===== src/rtl/net_traffic_terminal.sv =====
// net_traffic_terminal
//   Endpoint for one port of the multi-port test network. The inject side
//   sends a programmable burst of messages, round-robin over all
//   destinations, each tagged with a per-destination sequence number in the
//   opaque field. The eject side accepts every delivered message, checks
//   destination and per-source ordering, and counts received traffic.
//   Message layout, MSB first: dest | src | opaque | payload.
//   Optional build macro NET_TERM_PAYLOAD_CHECK_EN: when defined, the eject
//   check also verifies the payload's embedded source id and zero upper bits.
module net_traffic_terminal #(
  parameter int p_num_ports     = 4,
  parameter int p_payload_nbits = 32,
  parameter int p_opaque_nbits  = 3,
  parameter int p_srcdest_nbits = 3
) (
  input  logic                                                          clk,
  input  logic                                                          reset,
  input  logic [p_srcdest_nbits-1:0]                                    src_id,
  input  logic                                                          go,
  input  logic [15:0]                                                   num_msgs,
  output logic                                                          out_val,
  input  logic                                                          out_rdy,
  output logic [p_payload_nbits+p_opaque_nbits+2*p_srcdest_nbits-1:0]   out_msg,
  input  logic                                                          in_val,
  output logic                                                          in_rdy,
  input  logic [p_payload_nbits+p_opaque_nbits+2*p_srcdest_nbits-1:0]   in_msg,
  output logic                                                          done,
  output logic [15:0]                                                   tx_count,
  output logic [15:0]                                                   rx_count,
  output logic                                                          err,
  output logic [p_srcdest_nbits-1:0]                                    err_src
);

  localparam int          P  = p_payload_nbits;
  localparam int          O  = p_opaque_nbits;
  localparam int          S  = p_srcdest_nbits;
  localparam int          MW = P + O + 2 * S;
  localparam int          IW = (p_num_ports > 1) ? $clog2(p_num_ports) : 1;
  localparam logic [31:0] NP = 32'(p_num_ports);

  typedef enum logic [1:0] {
    ST_IDLE,
    ST_SEND,
    ST_DONE
  } state_e;

  state_e          state_q, state_d;

  logic [15:0]     num_msgs_q;
  logic [15:0]     tx_count_q;
  logic [IW-1:0]   dest_q;
  logic [O-1:0]    tx_seq_q [p_num_ports];

  logic            in_rdy_q;
  logic [15:0]     rx_count_q;
  logic [O-1:0]    rx_seq_q [p_num_ports];
  logic            err_q;
  logic [S-1:0]    err_src_q;

  logic            start;
  logic            tx_fire;
  logic            last_tx;
  logic [P-1:0]    tx_payload;

  logic [S-1:0]    rx_dest;
  logic [S-1:0]    rx_src;
  logic [O-1:0]    rx_opq;
  logic [IW-1:0]   rx_idx;
  logic            rx_fire;
  logic            rx_src_ok;
  logic            rx_bad;

  // A burst starts on go from any state other than SEND (go is ignored mid-burst).
  assign start   = go && (state_q != ST_SEND);
  assign tx_fire = (state_q == ST_SEND) && out_rdy;
  assign last_tx = (tx_count_q + 16'd1) == num_msgs_q;

  // ---------------------------------------------------------------------
  // Inject FSM
  // ---------------------------------------------------------------------

  // State register.
  // NOTE: sequential state is written with non-blocking assignments so every
  // flop samples pre-edge values regardless of process evaluation order.
  always_ff @(posedge clk or negedge reset) begin
    if (!reset) state_q <= ST_IDLE;
    else        state_q <= state_d;
  end

  // Next-state logic: start from IDLE/DONE, finish on the last accepted message.
  // NOTE: every combinational output gets a default first so no path leaves it
  // unassigned, which would otherwise infer a latch.
  always_comb begin
    state_d = state_q;
    unique case (state_q)
      ST_IDLE, ST_DONE: begin
        if (go) state_d = (num_msgs == 16'd0) ? ST_DONE : ST_SEND;
      end
      ST_SEND: begin
        if (tx_fire && last_tx) state_d = ST_DONE;
      end
      default: state_d = ST_IDLE;
    endcase
  end

  // Output decode: valid while sending, done while parked in DONE.
  always_comb begin
    out_val = 1'b0;
    done    = 1'b0;
    unique case (state_q)
      ST_SEND: out_val = 1'b1;
      ST_DONE: done    = 1'b1;
      default: ;
    endcase
  end

  // Burst bookkeeping: burst length, message index, round-robin dest, per-dest sequence.
  // NOTE: the sequence tables are reset element by element because their
  // reset value is architecturally visible in the first message of a burst.
  always_ff @(posedge clk or negedge reset) begin
    if (!reset) begin
      num_msgs_q <= '0;
      tx_count_q <= '0;
      dest_q     <= '0;
      for (int i = 0; i < p_num_ports; i++) tx_seq_q[i] <= '0;
    end else if (start) begin
      num_msgs_q <= num_msgs;
      tx_count_q <= '0;
      dest_q     <= '0;
      for (int i = 0; i < p_num_ports; i++) tx_seq_q[i] <= '0;
    end else if (tx_fire) begin
      tx_count_q       <= tx_count_q + 16'd1;
      dest_q           <= (dest_q == IW'(p_num_ports - 1)) ? '0 : dest_q + IW'(1);
      tx_seq_q[dest_q] <= tx_seq_q[dest_q] + O'(1);
    end
  end

  // Injected payload: zero-extended {src_id, message index}.
  always_comb begin
    tx_payload             = '0;
    tx_payload[16+S-1:0]   = {src_id, tx_count_q};
  end

  // Message is a pure function of registered state, so it holds while stalled.
  assign out_msg  = {S'(dest_q), src_id, tx_seq_q[dest_q], tx_payload};
  assign tx_count = tx_count_q;

  // ---------------------------------------------------------------------
  // Eject checker
  // ---------------------------------------------------------------------

  assign rx_dest   = in_msg[MW-1 -: S];
  assign rx_src    = in_msg[P+O+S-1 -: S];
  assign rx_opq    = in_msg[P+O-1 -: O];
  assign rx_idx    = rx_src[IW-1:0];
  assign rx_fire   = in_val && in_rdy_q;
  assign rx_src_ok = 32'(rx_src) < NP;

`ifndef NET_TERM_PAYLOAD_CHECK_EN
  // Payload is deliberately not inspected in this build.
  logic unused_payload;
  assign unused_payload = ^in_msg[P-1:0];
`endif

  // Per-message error decode: bad source, wrong destination, out-of-order sequence.
  always_comb begin
    rx_bad = 1'b0;
    if (!rx_src_ok)                           rx_bad = 1'b1;
    else if (rx_opq != rx_seq_q[rx_idx])      rx_bad = 1'b1;
    if (rx_dest != src_id)                    rx_bad = 1'b1;
`ifdef NET_TERM_PAYLOAD_CHECK_EN
    if (in_msg[16+S-1:16] != rx_src)          rx_bad = 1'b1;
    if ((in_msg[P-1:0] >> (16 + S)) != '0)    rx_bad = 1'b1;
`endif
  end

  // Sink state: always ready, counts traffic, resyncs per-source sequence, sticky error.
  always_ff @(posedge clk or negedge reset) begin
    if (!reset) begin
      in_rdy_q   <= 1'b0;
      rx_count_q <= '0;
      err_q      <= 1'b0;
      err_src_q  <= '0;
      for (int i = 0; i < p_num_ports; i++) rx_seq_q[i] <= '0;
    end else begin
      in_rdy_q <= 1'b1;
      if (rx_fire) begin
        rx_count_q <= rx_count_q + 16'd1;
        // Resync to the observed sequence even on error; unknown sources leave the table alone.
        if (rx_src_ok) rx_seq_q[rx_idx] <= rx_opq + O'(1);
        // Only the first failure is recorded.
        if (rx_bad && !err_q) begin
          err_q     <= 1'b1;
          err_src_q <= rx_src;
        end
      end
    end
  end

  assign in_rdy   = in_rdy_q;
  assign rx_count = rx_count_q;
  assign err      = err_q;
  assign err_src  = err_src_q;

endmodule

===== config.mk =====
export PLATFORM = sky130hd
export DESIGN_NAME = net_traffic_terminal
export DESIGN_NICKNAME = d
export VERILOG_FILES = /design/src/rtl/net_traffic_terminal.sv
export SDC_FILE = /design/constraint.sdc
export NUM_CORES = 1
export LEC_CHECK = 0
export BUFFER_PORTS_ARGS = -buffer_cell sky130_fd_sc_hd__buf_4
export CAP_MARGIN = 20
export CORE_ASPECT_RATIO = 0.8
export CORE_MARGIN = 8
export CORE_UTILIZATION = 46
export DETAILED_ROUTE_END_ITERATION = 8
export PLACE_DENSITY = 0.76
export SYNTH_ARGS = -nofsm -noshare
export SYNTH_HDL_FRONTEND = slang
export SYNTH_SLANG_ARGS = --single-unit

===== constraint.sdc =====
create_clock -name clk -period 2.48 [get_ports clk]
set_input_delay 0.248 -clock clk [delete_from_list [all_inputs] [get_ports clk]]
set_output_delay 0.248 -clock clk [all_outputs]
set_load 0.03 [all_outputs]

==> metrics.txt <==
Most used DFF post-synth dfrtp_1; EDFF count, synth 0; Sw Share 35.2%; wire per inst 16.8 um; Synth cell types 46; post-route setup slack 201 ps; number of global-route vias before repair 3477; fill count 810; simple-gate share of the synthesized area 15.8%; register area 2030 um^2; Leak 0.00251 uW; CP startpoint kind flip-flop; critical path class reg2reg; Logic pwr share 34.2%; Area Growth Syn to Fin 23.3%; DR iter-0 viols 254; clk buf depth 2; Clock transition at path regs 60 ps; WHS 152 ps; CTS tree built; CTS Buf Count 9; fin nets 581; commonest cells after routing, fill and taps aside buf_4, dfrtp_1, nand3_1; Syn Inst Count 425; multi-input logic area 2100 um^2; RR Endpoint state_q[0]$_DFFE_PN0P_; Tightest Pin Transition 748 ps; core area 9490 um^2; crit path DAT 2490 ps; Die Footprint 13000 um^2; Clock Tree Root clkbuf_16; Max VDD drop 0.600 mV; Min-Delay Path Class in2reg; dpl cells 614; final wirelength 10600 um; power density cells 908 nW/um^2; setup slack at placement 180 ps; Avg Cell Area, Syn 10.4 um^2; drt drc 0; Initial Util 46.7%; CTS sink count 81; Synth Area in Compound Gates 7.77%; critical path's slowest cell dfrtp_1; register share of total power 39.1%; Critical Path Most Common Cell nand4_1; H-tree Lvls 3; I/O pin cnt 145; Slew Limit Fails 0; FF+latch count, synth 81; hold-critical path endpoint num_msgs_q[12]$_DFFE_PN0P_; GP Congestion 0.834; top achievable clock speed 0.439 GHz; FP Rows 32; largest family of logic cells by synthesized area simple AND/OR/NAND/NOR gates; Slew HR 49.7%; max cap viols 0; Clock Skew 10.0 ps; Hold Startpoint num_msgs[12]; Critical Path Max Stage Delay 440 ps; vias 3405; Setup TNS Final 0 ps; reg2reg start tx_count[1]$_DFFE_PN0P_; Post-DP HPWL 7970 um; Antenna Cells 0; Clk pwr share 26.6%; global route overflow 0; Crit Path Max Fanout 6; CP Capture Type flip-flop; XOR/XNOR Fraction of Synth Area 8.51%; Final Setup Violations 0; die span in y 104 um; fin util 57.5%; Final ANT Viol Nets 0; register area share after synthesis 45.8%; clock latency on the worst-skew pair 330 ps; status completed; Final Hold Vio Count 0; CP cell instances ha_2 -> and3_1 -> nand4_1 -> nor3_1 -> a21oi_1 -> nor4_1 -> nand4_1 -> o2bb2ai_1; WP data required 2690 ps; P_int 3210 uW; largest net degree at the start of global routing 82; RSZ-0062 raised after global routing false; synth warn 0; final non-filler cell total 632; hold depth 2; R2R Setup Slk 200 ps; layout cell share with drive strength beyond 1 32.6%; IO buf count 98; asr flop ratio synth 100%; first-pass GRT wire length 17800 um; r2r worst-path depth 8; detailed-route vias per instance 5.39; commonest non-fill, non-tap cell in the layout buf_4; drt pass-1 iters 5; GRT Total Usage 16.6%; mux cell area share after synthesis 11.3%; mapped cell area 4430 um^2; die width 126 um; Adder-Cell Fraction of Synth Area 2.26%; initial antenna violation count 0; crit path time final 2280 ps; final cycle utilization of the critical path 91.9%; P_sw 1740 uW
## power by group through the flow
| stage | sequential, uW | combinational (uW) | clock, uW |
|---|---|---|---|
| after floorplan | 2070 | 1040 | 0 |
| after global placement | 1940 | 1640 | 0 |
| after detailed placement | 1960 | 1700 | 0 |
| after CTS | 1940 | 1700 | 1350 |
| after global routing | 1990 | 1860 | 1410 |
| final | 1940 | 1700 | 1320 |
## cells by family (layout without fill, tap and decap cells)
group / Yosys count / in the layout
adders and majority gates: 8 / 8
AOI/OAI and AO/OA: 58 / 58
other: 2 / 15
muxes: 38 / 38
DFF: 81 / 81
and+or+nand+nor: 136 / 136
buffers and inverters: 59 / 134
xor gates and xnor gates: 43 / 43
## metrics by stage
| step | total power (uW) | instance area [um^2] |
|---|---|---|
| after floorplan | 3110 | 4480 |
| after global placement | 3580 | 5110 |
| after detailed placement | 3650 | 5110 |
| after CTS | 4990 | 5410 |
| after global routing | 5250 | 5460 |
| final | 4960 | 5460 |
## worst max path at each step
stage                                         to                     from  cells past startpoint  slack, ps
final                     state_q[0]$_DFFE_PN0P_  tx_count[1]$_DFFE_PN0P_                      8        200
after global routing      state_q[0]$_DFFE_PN0P_  tx_count[1]$_DFFE_PN0P_                      8          6
after CTS                 state_q[0]$_DFFE_PN0P_  tx_count[1]$_DFFE_PN0P_                      8        170
after detailed placement  state_q[0]$_DFFE_PN0P_  tx_count[1]$_DFFE_PN0P_                      8        180
after global placement    state_q[0]$_DFFE_PN0P_  tx_count[1]$_DFFE_PN0P_                      8        280
after floorplan           state_q[0]$_DFFE_PN0P_  tx_count[0]$_DFFE_PN0P_                      8        170
## state kept, by name, indices dropped and copies added (netlist names), 2 cells and up
| name | cells |
|---|---|
| dest_q | 2 |
| err_src | 3 |
| num_msgs_q | 16 |
| rx_count | 16 |
| rx_seq_q | 12 |
| state_q | 2 |
| tx_count | 16 |
| tx_seq_q | 12 |
## Yosys cell counts (2+ instances only)
| library cell | number | area [um^2] |
|---|---|---|
| a21oi_1 | 5 | 25.0 |
| a22o_1 | 2 | 17.5 |
| a31oi_1 | 3 | 18.8 |
| and2_1 | 5 | 31.3 |
| and3_1 | 9 | 56.3 |
| buf_2 | 5 | 25.0 |
| buf_4 | 36 | 270 |
| clkbuf_1 | 10 | 37.5 |
| conb_1 | 2 | 7.51 |
| dfrtp_1 | 81 | 2030 |
| ha_1 | 8 | 100 |
| inv_1 | 5 | 18.8 |
| mux2_2 | 25 | 282 |
| mux2_4 | 3 | 45.0 |
| mux2i_1 | 4 | 40.0 |
| mux4_2 | 6 | 135 |
| nand2_1 | 30 | 113 |
| nand2b_1 | 3 | 18.8 |
| nand3_1 | 36 | 180 |
| nand4_1 | 6 | 37.5 |
| nor2_1 | 20 | 75.1 |
| nor2b_1 | 3 | 18.8 |
| nor3_1 | 5 | 25.0 |
| nor3b_1 | 2 | 15.0 |
| nor4_1 | 9 | 56.3 |
| o21ai_0 | 33 | 165 |
| o31ai_1 | 9 | 67.6 |
| xnor2_1 | 30 | 263 |
| xor2_1 | 13 | 114 |
## layout make-up
class,instances,area share [%]
Inverter,5,0.344
Sequential cell,81,37.1
Clock buffer,12,4.51
Multi-Input combinational cell,298,38.4
Timing Repair Buffer,113,15.9
Tap cell,119,2.73
Clock inverter,4,0.962
## critical path, delay by kind of cell (launching register included)
family / cells / cell delay, ps
AND/OR/NAND/NOR: 5 / 1190
AO/OA/AOI/OAI: 2 / 250
flip-flops: 1 / 440
adder cells (fa/ha/maj): 1 / 270
## repair_timing
item                                    4_1_cts  5_1_grt
endpoints found under the setup margin        0        2
endpoints found under the hold margin         0       25
buffers inserted                              0        0
hold buffers                                  0        1
gates resized for setup                       0        3
## layer usage
layer / global-route usage [%] / vias to the layer above / share of wire, %
li1: - / 1612 / -
met1: 21.8 / 1690 / 45
met2: 26.2 / 90 / 48
met3: 4.41 / 13 / 5.6
met4: 5.38 / 0 / 1.7
met5: 0 / - / 0
Note: power is estimated with default switching activity, not from simulation.
